<file path="src/rtl/minterm_scanner.sv">
// rtl/minterm_scanner.sv - sweeps a 4-input function block through all minterms and captures its truth table (optional macro: SCAN_GRAY_EN)
module minterm_scanner #(
    parameter int SETTLE = 1
) (
    input  logic        clk,
    input  logic        rst_n,
    input  logic        start,
    output logic        a,
    output logic        b,
    output logic        c,
    output logic        d,
    input  logic        f,
    output logic        busy,
    output logic        done,
    output logic [15:0] table_out,
    output logic [4:0]  ones_cnt
);

    typedef enum logic [1:0] {
        S_IDLE,
        S_DRIVE,
        S_SAMPLE,
        S_DONE
    } state_t;

    // Settle counter runs 0..SETTLE-1; the last value hands over to SAMPLE.
    localparam logic [3:0] SETTLE_LAST = 4'(SETTLE - 1);

    state_t     state;
    state_t     state_nx;
    logic [3:0] idx;
    logic [3:0] settle_cnt;
    logic [3:0] code_q;

    // Minterm presented for a given sweep index: Gray order keeps one input toggling per step.
    function automatic logic [3:0] drive_code(input logic [3:0] i);
`ifdef SCAN_GRAY_EN
        return i ^ (i >> 1);
`else
        return i;
`endif
    endfunction

    assign a = code_q[3];
    assign b = code_q[2];
    assign c = code_q[1];
    assign d = code_q[0];

    // State register.
    always_ff @(posedge clk) begin
        if (!rst_n) begin
            state <= S_IDLE;
        end else begin
            state <= state_nx;
        end
    end

    // Next-state logic: IDLE -> DRIVE (SETTLE cycles) -> SAMPLE, repeated 16 times, then DONE.
    always_comb begin
        state_nx = state;
        case (state)
            S_IDLE: begin
                if (start) begin
                    state_nx = S_DRIVE;
                end
            end
            S_DRIVE: begin
                if (settle_cnt == SETTLE_LAST) begin
                    state_nx = S_SAMPLE;
                end
            end
            S_SAMPLE: begin
                if (idx == 4'd15) begin
                    state_nx = S_DONE;
                end else begin
                    state_nx = S_DRIVE;
                end
            end
            S_DONE: begin
                state_nx = S_IDLE;
            end
            default: begin
                state_nx = S_IDLE;
            end
        endcase
    end

    // Datapath: minterm drive, settle timing, table capture and registered status flags.
    always_ff @(posedge clk) begin
        if (!rst_n) begin
            idx        <= 4'd0;
            settle_cnt <= 4'd0;
            code_q     <= 4'd0;
            table_out  <= 16'd0;
            ones_cnt   <= 5'd0;
            busy       <= 1'b0;
            done       <= 1'b0;
        end else begin
            busy <= (state_nx == S_DRIVE) || (state_nx == S_SAMPLE);
            done <= (state_nx == S_DONE);
            case (state)
                S_IDLE: begin
                    if (start) begin
                        idx        <= 4'd0;
                        settle_cnt <= 4'd0;
                        table_out  <= 16'd0;
                        ones_cnt   <= 5'd0;
                        code_q     <= drive_code(4'd0);
                    end
                end
                S_DRIVE: begin
                    if (settle_cnt != SETTLE_LAST) begin
                        settle_cnt <= settle_cnt + 4'd1;
                    end
                end
                S_SAMPLE: begin
                    table_out[drive_code(idx)] <= f;
                    ones_cnt                   <= ones_cnt + {4'd0, f};
                    if (idx != 4'd15) begin
                        idx        <= idx + 4'd1;
                        settle_cnt <= 4'd0;
                        code_q     <= drive_code(idx + 4'd1);
                    end else begin
                        code_q     <= 4'd0;
                    end
                end
                default: begin
                end
            endcase
        end
    end

endmodule
</file>
<file path="config.mk">
export PLATFORM = sky130hd
export DESIGN_NAME = minterm_scanner
export DESIGN_NICKNAME = d
export VERILOG_FILES = /design/src/rtl/minterm_scanner.sv
export SDC_FILE = /design/constraint.sdc
export NUM_CORES = 1
export LEC_CHECK = 0
export BUFFER_PORTS_ARGS = -buffer_cell sky130_fd_sc_hd__buf_4
export CAP_MARGIN = 40
export CORE_MARGIN = 3
export CORE_UTILIZATION = 54
export DETAILED_ROUTE_END_ITERATION = 10
export GPL_ROUTABILITY_DRIVEN = 0
export MAX_ROUTING_LAYER = met4
export PLACE_DENSITY = 0.77
export SYNTH_ARGS = -nofsm -noshare
export SYNTH_HDL_FRONTEND = slang
export SYNTH_SLANG_ARGS = --single-unit
</file>
<file path="constraint.sdc">
create_clock -name clk -period 1.73 [get_ports clk]
set_input_delay 0.173 -clock clk [delete_from_list [all_inputs] [get_ports clk]]
set_output_delay 0.173 -clock clk [all_outputs]
set_load 0.005 [all_outputs]
</file>
==> summary.txt, run 1 <==
Timing
  • Final period util: around 93%
  • Final worst setup slack: 0.120 ns
  • Count of final setup violators: 0
  • Post-route setup TNS: 0 ns
  • RSZ-0062 raised after global routing: false
  • Max-slew violations: 0
  • Relative slew slack: a little over two thirds
  • Slew @ Worst Pin: between 0.4 and 0.5 ns
  • Clock Skews: 0.00729 ns
  • Fin. Hold Viols: 0
  • Fin crit period: ~1.6 ns
  • Fmax: about 0.62 GHz
  • Worst hold margin: approximately 0.21 ns

Floorplanning
  • Die X: ~64 um
  • CORE AREA: about 3100 um2
  • # rows: 20
  • DIE HEIGHT: roughly 64 um
  • I/O Pins: 31
  • Effective utilization at floorplan: between 50 and 60%
  • Die area: roughly 4000 um2

Yosys
  • EDFF count, synth: 0
  • Mapped Nets: around 210
  • Synth async-reset ratio: 0%
  • #FFs+latches synth: 37
  • Synthesized area: ~1800 um2
  • Post-synthesis sequential area ratio: about two fifths
  • Syn Inst Count: 196
  • Main synth FF type: dfxtp_1
  • Synth warn: 0
  • Post-synth cell types: 40
  • Syn_area_per_cell: a little over 9 um2

Placement
  • IO buf count: 30
  • Detailed Place HPWL: 3040 um
  • Pre-CTS WS: ~0.15 ns

Drt
  • Post-route antenna net violation count: 0
  • First-pass DRT Iterations: 4
  • Vias per cell: about 5.9
  • DRC Markers: 0
  • Initial DRC count: around 110
  • DRT Wirelength: a little over 4000 um
  • Vias after detailed routing: around 1.6k
  • Wire length per cell: between 15 and 20 um

Worst setup path
  • Worst Setup Start Kind: register
  • Reg-to-reg slack, setup: around 0.12 ns
  • Worst setup EP type: register
  • Worst setup path class: register to register
  • CP arrival: 1.84 ns
  • CP Max Fanout: 4
  • CP Data Required Time: around 2 ns

Status
  • Run status: complete, no violations

GRT
  • Initial antenna violation count: 0
  • First-pass GRT wire length: 7250 um
  • GRT Overall Usage: 23.0%
  • Global route total overflow: 0
  • Vias in the first global route: around 1.6k
  • Pin count of the biggest net entering global routing: 42

Final layout
  • Multi-input gate area: roughly 1000 um2
  • Filler cell count in the final layout: between 200 and 300
  • Syn-to-layout area delta: 18.1%
  • Antenna Cells: 0
  • Register area: around 740 um2
  • Share of post-route cells with drive strength above 1: between 20% and 30%
  • Fin nets: 241

Clocking
  • Setup bufs post-CTS: 0
  • Worst-skew pair later-pin latency: 0.33 ns
  • CTS tree: built
  • Post_cts resized: 0
  • Clock Sinks: 37
  • Clock transition at path regs: 0.10 ns
  • Longest Clk Path Bufs: 2
  • Cts hold-fix bufs: 0
  • H-tree levels: 2
  • Clk root buf: clkbuf_4
  • CTS Buf Count: 5

Min path
  • Hold WC Path Type: input pin to register

Power
  • VDD IR max: ~0.52 mV
  • Leak Pwr: about 0.00082 uW
  • Power Total: approximately 1400 uW
  • PD cells: 676 nW/um2

Flow run
  • Max-cap violations: 0
placed cells by master, fill, tap and decap left out, types with 3 or more instances in the layout:
| master | synthesis | layout |
|---|---|---|
| o22ai_1 | 3 | 3 |
| o311ai_0 | 3 | 3 |
| and2_1 | 5 | 5 |
| nand2_1 | 22 | 22 |
| inv_1 | 6 | 6 |
| clkbuf_4 | 0 | 5 |
| nor2_1 | 7 | 7 |
| nand4_1 | 14 | 14 |
| nand2b_1 | 3 | 3 |
| buf_4 | 2 | 37 |
| a21oi_1 | 3 | 3 |
| o21ai_0 | 4 | 4 |
| ha_1 | 9 | 9 |
| nand3_1 | 6 | 6 |
| a22oi_1 | 3 | 3 |
| a21boi_1 | 3 | 3 |
| a21boi_0 | 16 | 16 |
| o211ai_1 | 12 | 12 |
| dfxtp_1 | 37 | 37 |
| nor2b_1 | 5 | 5 |
power by group:
| part | switching (uW) | total, uW | internal, uW |
|---|---|---|---|
| Clock | 261 | 453 | 192 |
| Sequential | 8.04 | 868 | 859 |
| Combinational | 66.0 | 113 | 47.3 |
| Total | 335 | 1430 | 1100 |
synthesized netlist by cell type, types with 3 or more instances:
library cell	instances	area, um2
clkbuf_1	7	26.3
a21boi_0	16	120
a21boi_1	3	22.5
o21ai_0	4	20.0
nand2_1	22	82.6
nor2b_1	5	31.3
dfxtp_1	37	741
o211ai_1	12	90.1
nand3_1	6	30.0
and2_1	5	31.3
o22ai_1	3	18.8
a22oi_1	3	22.5
inv_1	6	22.5
o311ai_0	3	26.3
nand4_1	14	87.6
nor2_1	7	26.3
nand2b_1	3	18.8
ha_1	9	113
a21oi_1	3	15.0
flip-flops by register name, indices dropped and copies added, names as in the netlist:
signal      flops
idx             4
done            1
table_out      16
busy            1
state           2
ones_cnt        5
settle_cnt      4
code_q          4
path summary, 6_finish.rpt:
check | from | depth (start not counted) | end
min reg2reg | settle_cnt[3] | 1 | settle_cnt[3]
min | f | 3 | table_out[15]
max reg2reg | settle_cnt[0] | 7 | busy
max | settle_cnt[0] | 7 | busy
metrics by stage:
stage	utilization, %	area, um2	std cells
after global routing	68.4	2120	272
after CTS	68.4	2120	272
final	68.4	2120	272
after global placement	66.6	2070	265
after floorplan	-	1800	196
after detailed placement	66.6	2070	265
kinds of logic after synthesis:
logic type / synth area share [%]
adder cells (fa/ha/maj): 6.27
multiplexers: 0.627
AO/OA/AOI/OAI: 26.0
XOR/XNOR: 0.488
AND/OR/NAND/NOR: 20.7
flip-flops: 41.2
buffers and inverters: 4.74
metal layers:
layer  up-vias  global-route usage (%)  part of all wire [%]
met3         7                    4.63                   5.3
met2        50                    39.0                    51
met4         0                    8.89                   1.4
met5         -                       -                     0
li1        783                       -                     -
met1       767                    26.5                    42
critical path, stage by stage (launching register included):
cell,delay [ns]
dfxtp_1,0.35
inv_1,0.08
ha_1,0.15
nand2b_1,0.08
o21ai_1,0.28
nand2_1,0.12
ha_1,0.30
and2_1,0.15
cell type report:
cell class,count,area share [%]
clock buffer,7,2.59
inverter,6,1.06
multi-input combinational,141,45.8
sequential,37,34.9
tap,44,2.59
timing repair buffer,37,13.1
Note: power is estimated with default switching activity, not from simulation.
==> run 2: changes to the inputs <==
--- a/config.mk
+++ b/config.mk
@@ -8,11 +8,11 @@
 export BUFFER_PORTS_ARGS = -buffer_cell sky130_fd_sc_hd__buf_4
 export CAP_MARGIN = 40
 export CORE_MARGIN = 3
-export CORE_UTILIZATION = 54
+export CORE_UTILIZATION = 55
 export DETAILED_ROUTE_END_ITERATION = 10
 export GPL_ROUTABILITY_DRIVEN = 0
 export MAX_ROUTING_LAYER = met4
-export PLACE_DENSITY = 0.77
+export PLACE_DENSITY = 0.78
 export SYNTH_ARGS = -nofsm -noshare
 export SYNTH_HDL_FRONTEND = slang
 export SYNTH_SLANG_ARGS = --single-unit
==> summary.txt, run 2 (synthesis results as in run 1) <==
Status
  • Run status: complete, no violations

Worst setup path
  • Worst Setup Start Kind: register
  • CP Data Required Time: 1.98 ns (+0.02 ns)
  • CP startpoint: state[0]
  • CP max-delay cell: dfxtp_1
  • FF-to-FF path depth: 4 (-3)
  • Worst setup EP type: register
  • Worst setup path class: register to register
  • CP arrival: 1.81 ns (-0.03 ns)
  • Delay-heaviest family, CP: simple AND/OR/NAND/NOR gates
  • Crit path cell chain: or2b_1 > o32ai_1 > ha_1 > and2_1
  • CP max stage delay: 0.42 ns (+0.07 ns)
  • CP Max Fanout: 7 (+3)
  • RR Endpoint: busy
  • Buffers and inverters on the worst path: 0 (-1)
  • Reg-to-reg slack, setup: 0.17 ns (+0.05 ns)
  • R2R Path Start: state[0]

Final layout
  • Largest register FFs: 16 (unchanged)
  • Filler cell count in the final layout: 272 (+1.5%)
  • Biggest register: table_out
  • Fin nets: 240 (-0.41%)
  • Antenna Cells: 0 (unchanged)
  • Post-layout util: 68.9% (+0.47 points)
  • Syn-to-layout area delta: 18.0%
  • Registers with the most flip-flops: table_out: 16 flops, ones_cnt: 5 flops
  • Share of post-route cells with drive strength above 1: 23.8% (+0.54 points)
  • Most frequent cells in the layout: 36 x dfxtp_1, 36 x buf_4, 22 x nand2_1, 16 x a21boi_0, 14 x nand4_1

Drt
  • Wire length per cell: 14.5 um (-3.6%)
  • Vias per cell: 5.66 (-4.1%)
  • DRT Wirelength: 3940 um (-4.0%)
  • DRC Markers: 0 (unchanged)
  • Vias after detailed routing: 1,535 (-4.5%)
  • Initial DRC count: 117 (+4.5%)
  • Post-route antenna net violation count: 0 (unchanged)
  • First-pass DRT Iterations: 4 (unchanged)

Timing
  • Clock Skews: 0.00645 ns (-0.000836 ns)
  • Final period util: 90.2% (-2.9 points)
  • Relative slew slack: 70.7% (+1.2 points)
  • Worst hold margin: 0.191 ns (-0.0160 ns)
  • Fin. Hold Viols: 0 (unchanged)
  • Post-route setup TNS: 0 ns (unchanged)
  • Count of final setup violators: 0 (unchanged)
  • Max-slew violations: 0 (unchanged)
  • RSZ-0062 raised after global routing: false
  • Slew @ Worst Pin: 0.438 ns (-0.0180 ns)
  • Fin crit period: 1.56 ns (-0.0496 ns)
  • Fmax: 0.641 GHz (+3.2%)

GRT
  • Pin count of the biggest net entering global routing: 42 (unchanged)
  • Vias in the first global route: 1,495 (-6.4%)
  • Global route total overflow: 0 (unchanged)
  • GRT Overall Usage: 22.2% (-0.72 points)
  • First-pass GRT wire length: 6840 um (-5.6%)
  • Initial antenna violation count: 0 (unchanged)

Clocking
  • H-tree levels: 2 (unchanged)
  • CTS tree: built
  • CTS Buf Count: 5 (unchanged)
  • Clock transition at path regs: 0.10 ns (about the same)
  • Longest Clk Path Bufs: 2 (unchanged)
  • Cts hold-fix bufs: 0 (unchanged)
  • Clock Sinks: 37 (unchanged)
  • Worst-skew pair later-pin latency: 0.34 ns (about the same)
  • Clk root buf: clkbuf_4

Power
  • Pint: 1100 uW (about the same)
  • Comb pwr share: 7.7% (-0.2 points)
  • VDD IR max: 0.482 mV (-7.6%)
  • Power Total: 1440 uW (+0.38%)
  • Clock share of power: 32.0% (+0.4 points)
  • Sw frac: 23.7% (+0.36 points)
  • P_sw: 341 uW (+1.9%)
  • Reg power frac: 60.3% (-0.2 points)
  • PD cells: 679 nW/um2 (+0.50%)
  • Leak Pwr: 0.000816 uW (-0.57%)

Floorplanning
  • Effective utilization at floorplan: 58.4% (+0.47 points)
  • # rows: 20 (unchanged)
  • CORE AREA: 3080 um2 (-0.81%)
  • I/O Pins: 31 (unchanged)
  • Die area: 3990 um2 (-1.6%)
  • Die X: 63.2 um (-0.82%)
  • DIE HEIGHT: 63.2 um (-0.82%)

Min path
  • Hold depth: 3 (unchanged)
  • Hold Path End: table_out[15]
  • Hold WC Path Type: input pin to register
  • Hold wc startpoint: f

Placement
  • IO buf count: 30 (unchanged)
  • Detailed Place HPWL: 2860 um (-5.6%)

Flow run
  • Max-cap violations: 0 (unchanged)
-- run 2: per-stage QoR --
stage | instance area (um2) | cells | setup slack (ns)
4_1_cts | 2110 | 271 | 0.153
2_1_floorplan | 1800 | 196 | 0.167
6_report | 2120 | 271 | 0.169
3_3_place_gp | 2060 | 264 | 0.224
5_1_grt | 2120 | 271 | 0.00568
3_5_place_dp | 2060 | 264 | 0.161
-- run 2: layout make-up --
| class | instances | area (um2) | share of cell area (%) |
|---|---|---|---|
| multi-input combinational | 141 | 975 | 46.0 |
| tap | 44 | 55.1 | 2.60 |
| sequential | 37 | 742 | 35.0 |
| timing repair buffer | 36 | 270 | 12.8 |
| inverter | 6 | 22.5 | 1.06 |
| clock buffer | 7 | 55.1 | 2.60 |
-- run 2: routing by layer --
| layer | share of wire, % | up-vias | GRT usage (%) |
|---|---|---|---|
| met2 | 49 | 21 | 35.4 |
| li1 | - | 781 | - |
| met5 | 0 | - | - |
| met4 | 1.6 | 0 | 7.99 |
| met1 | 45 | 725 | 26.8 |
| met3 | 3.6 | 8 | 6.42 |
-- run 2: timing repair --
item,4_1_cts,5_1_grt
resized for setup,0,2
buffers inserted,0,0
endpoints found under the setup margin,0,3
-- run 2: worst reg2reg max path, stage by stage, from the launching register on --
cell     delay, ns
dfxtp_1       0.42
or2b_1        0.27
o32ai_1       0.35
ha_1          0.29
and2_1        0.15
-- run 2: power by group through the flow --
stage / registers [uW] / clock network [uW] / logic (uW)
finish: 868 / 461 / 111
global route: 869 / 522 / 121
CTS: 867 / 480 / 110
detailed placement: 887 / 0 / 110
global placement: 886 / 0 / 109
floorplan: 884 / 0 / 82.5
-- run 2: worst max-delay path by stage --
stage,end,slack (ns),depth (start not counted)
2_1_floorplan,busy,0.17,5
3_3_place_gp,busy,0.22,4
3_5_place_dp,busy,0.16,4
4_1_cts,busy,0.15,4
5_1_grt,settle_cnt[3],0.006,6
6_report,busy,0.17,4
==> run 3: changes to the inputs <==
--- a/config.mk
+++ b/config.mk
@@ -13,6 +13,7 @@
 export GPL_ROUTABILITY_DRIVEN = 0
 export MAX_ROUTING_LAYER = met4
 export PLACE_DENSITY = 0.78
+export SETUP_SLACK_MARGIN = 0.2
 export SYNTH_ARGS = -nofsm -noshare
 export SYNTH_HDL_FRONTEND = slang
 export SYNTH_SLANG_ARGS = --single-unit
==> summary.txt, run 3 (synthesis results as in run 1) <==
GRT
  • Vias in the first global route: 1,563 (+4.5%)
  • Global route total overflow: 0 (unchanged)
  • First-pass GRT wire length: 7230 um (+5.7%)
  • GRT Overall Usage: 23.1% (+0.89 points)
  • Initial antenna violation count: 0 (unchanged)
  • Pin count of the biggest net entering global routing: 42 (unchanged)

Timing
  • Post-route setup TNS: 0 ns (unchanged)
  • Fin. Hold Viols: 0 (unchanged)
  • Slew @ Worst Pin: 0.351 ns (-0.0875 ns)
  • RSZ-0062 raised after global routing: true
  • Relative slew slack: 76.6% (+5.9 points)
  • Count of final setup violators: 0 (unchanged)
  • Final worst setup slack: 0.221 ns (+0.0511 ns)
  • Final period util: 87.2% (-3.0 points)
  • Worst hold margin: 0.186 ns (-0.00503 ns)
  • Fmax: 0.663 GHz (+3.4%)
  • Fin crit period: 1.51 ns (-0.0511 ns)
  • Clock Skews: 0.0130 ns (+0.00655 ns)
  • Max-slew violations: 0 (unchanged)

Min path
  • Hold depth: 3 (unchanged)
  • Hold wc startpoint: f
  • Hold Path End: table_out[15]
  • Hold WC Path Type: input pin to register

Worst setup path
  • Worst setup path class: register to register
  • Crit path cell chain: inv_1 > ha_2 > nand2b_4 > o21ai_4 > nand2_1 > ha_1 > and2_1
  • CP Max Fanout: 4 (-3)
  • Reg-to-reg slack, setup: 0.22 ns (+0.05 ns)
  • RR Endpoint: busy
  • R2R Path Start: settle_cnt[0]
  • CP Data Required Time: 1.99 ns (about the same)
  • Worst Setup Start Kind: register
  • CP max-delay cell: dfxtp_2
  • CP arrival: 1.77 ns (-0.04 ns)
  • CP max stage delay: 0.35 ns (-0.07 ns)
  • FF-to-FF path depth: 7 (+3)
  • Worst setup EP type: register

Power
  • Leak Pwr: 0.000868 uW (+6.4%)
  • VDD IR max: 0.578 mV (+20%)
  • Power Total: 1470 uW (+2.3%)
  • PD cells: 653 nW/um2 (-3.9%)

Floorplanning
  • # rows: 20 (unchanged)
  • DIE HEIGHT: 63.2 um (unchanged)
  • Die X: 63.2 um (unchanged)
  • Die area: 3990 um2 (unchanged)
  • CORE AREA: 3080 um2 (unchanged)
  • I/O Pins: 31 (unchanged)
  • Effective utilization at floorplan: 58.4% (unchanged)

Clocking
  • H-tree levels: 2 (unchanged)
  • CTS Buf Count: 5 (unchanged)
  • Worst-skew pair later-pin latency: 0.35 ns (about the same)
  • CTS tree: built
  • Clock Sinks: 37 (unchanged)
  • Cts hold-fix bufs: 0 (unchanged)
  • Longest Clk Path Bufs: 2 (unchanged)
  • Clk root buf: clkbuf_4
  • Clock transition at path regs: 0.11 ns (about the same)

Flow run
  • Max-cap violations: 0 (unchanged)

Final layout
  • Largest register FFs: 16 (unchanged)
  • Fin nets: 248 (+3.3%)
  • Antenna Cells: 0 (unchanged)
  • Syn-to-layout area delta: 25.6%
  • Biggest register: table_out
  • Most common cell after layout, fill and taps aside: buf_4
  • Most frequent cells in the layout: 42 x buf_4, 29 x dfxtp_1, 22 x nand2_1, 16 x a21boi_0, 14 x nand4_1
  • Share of post-route cells with drive strength above 1: 31.5% (+7.7 points)
  • Registers with the most flip-flops: table_out: 16 flops, ones_cnt: 5 flops

Drt
  • First-pass DRT Iterations: 4 (unchanged)
  • Post-route antenna net violation count: 0 (unchanged)
  • Wire length per cell: 15.4 um (+6.0%)
  • DRC Markers: 0 (unchanged)
  • DRT Wirelength: 4300 um (+9.1%)
  • Vias per cell: 5.80 (+2.4%)
  • Vias after detailed routing: 1,619 (+5.5%)
  • Initial DRC count: 112 (-4.3%)

Placement
  • Pre-CTS WS: 0.130 ns (-0.0311 ns)
  • IO buf count: 30 (unchanged)
  • Detailed Place HPWL: 2910 um (+1.6%)

Status
  • Run status: complete, no violations
## run 3: cell count changes in the layout (fill, tap and decap cells not counted), moves of 2 or more
cell	before	now
dfxtp_1	36	29
dfxtp_2	1	7
buf_4	36	42
ha_1	9	7
buf_12	0	2
## run 3: worst max-delay path: cells and delay by family (launching register included)
family	cells	cell delay (ns)
flops	1	0.35
simple gates	3	0.32
buf+inv	1	0.09
compound gates	1	0.15
fa+ha+maj	2	0.51
## run 3: worst max-delay path by stage
stage          endpoint           from
6_report           busy  settle_cnt[0]
5_1_grt            busy  settle_cnt[0]
4_1_cts            busy  settle_cnt[0]
3_5_place_dp       busy  settle_cnt[0]
3_3_place_gp       busy  settle_cnt[0]
2_1_floorplan      busy         idx[0]
## run 3: per-stage QoR
step,std cells,cell area [um2],utilization [%]
floorplan,196,1800,-
global placement,264,2070,67.4
detailed placement,264,2070,67.4
CTS,272,2160,70.0
global route,279,2260,73.3
finish,279,2260,73.3
## run 3: layer usage
layer,GRT usage (%),vias up,routed length (um)
met2,37.9,53,2180
met3,4.81,12,230
met4,11.3,0,119
met5,-,-,0
met1,26.9,760,1760
li1,-,794,-
## run 3: report_power, final
part / internal (uW) / switching (uW) / leakage (uW) / total [uW]
Sequential: 859 / 8.55 / 0.000303 / 868
Combinational: 60.3 / 70.4 / 0.000535 / 131
Clock: 190 / 284 / 0.0000303 / 475
## run 3: final cells by class
type	count	area (um2)
inverter	6	22.5
tap	44	55.1
timing repair buffer	44	355
fill	235	821
sequential	37	753
clock buffer	6	51.3
clock inverter	1	7.51
multi-input combinational	141	1010
## run 3: timing repair
item,4_1_cts,5_1_grt
cloned,0,0
buffers inserted,1,7
endpoints found under the setup margin,7,13
pin swaps,1,1
resized for setup,5,11
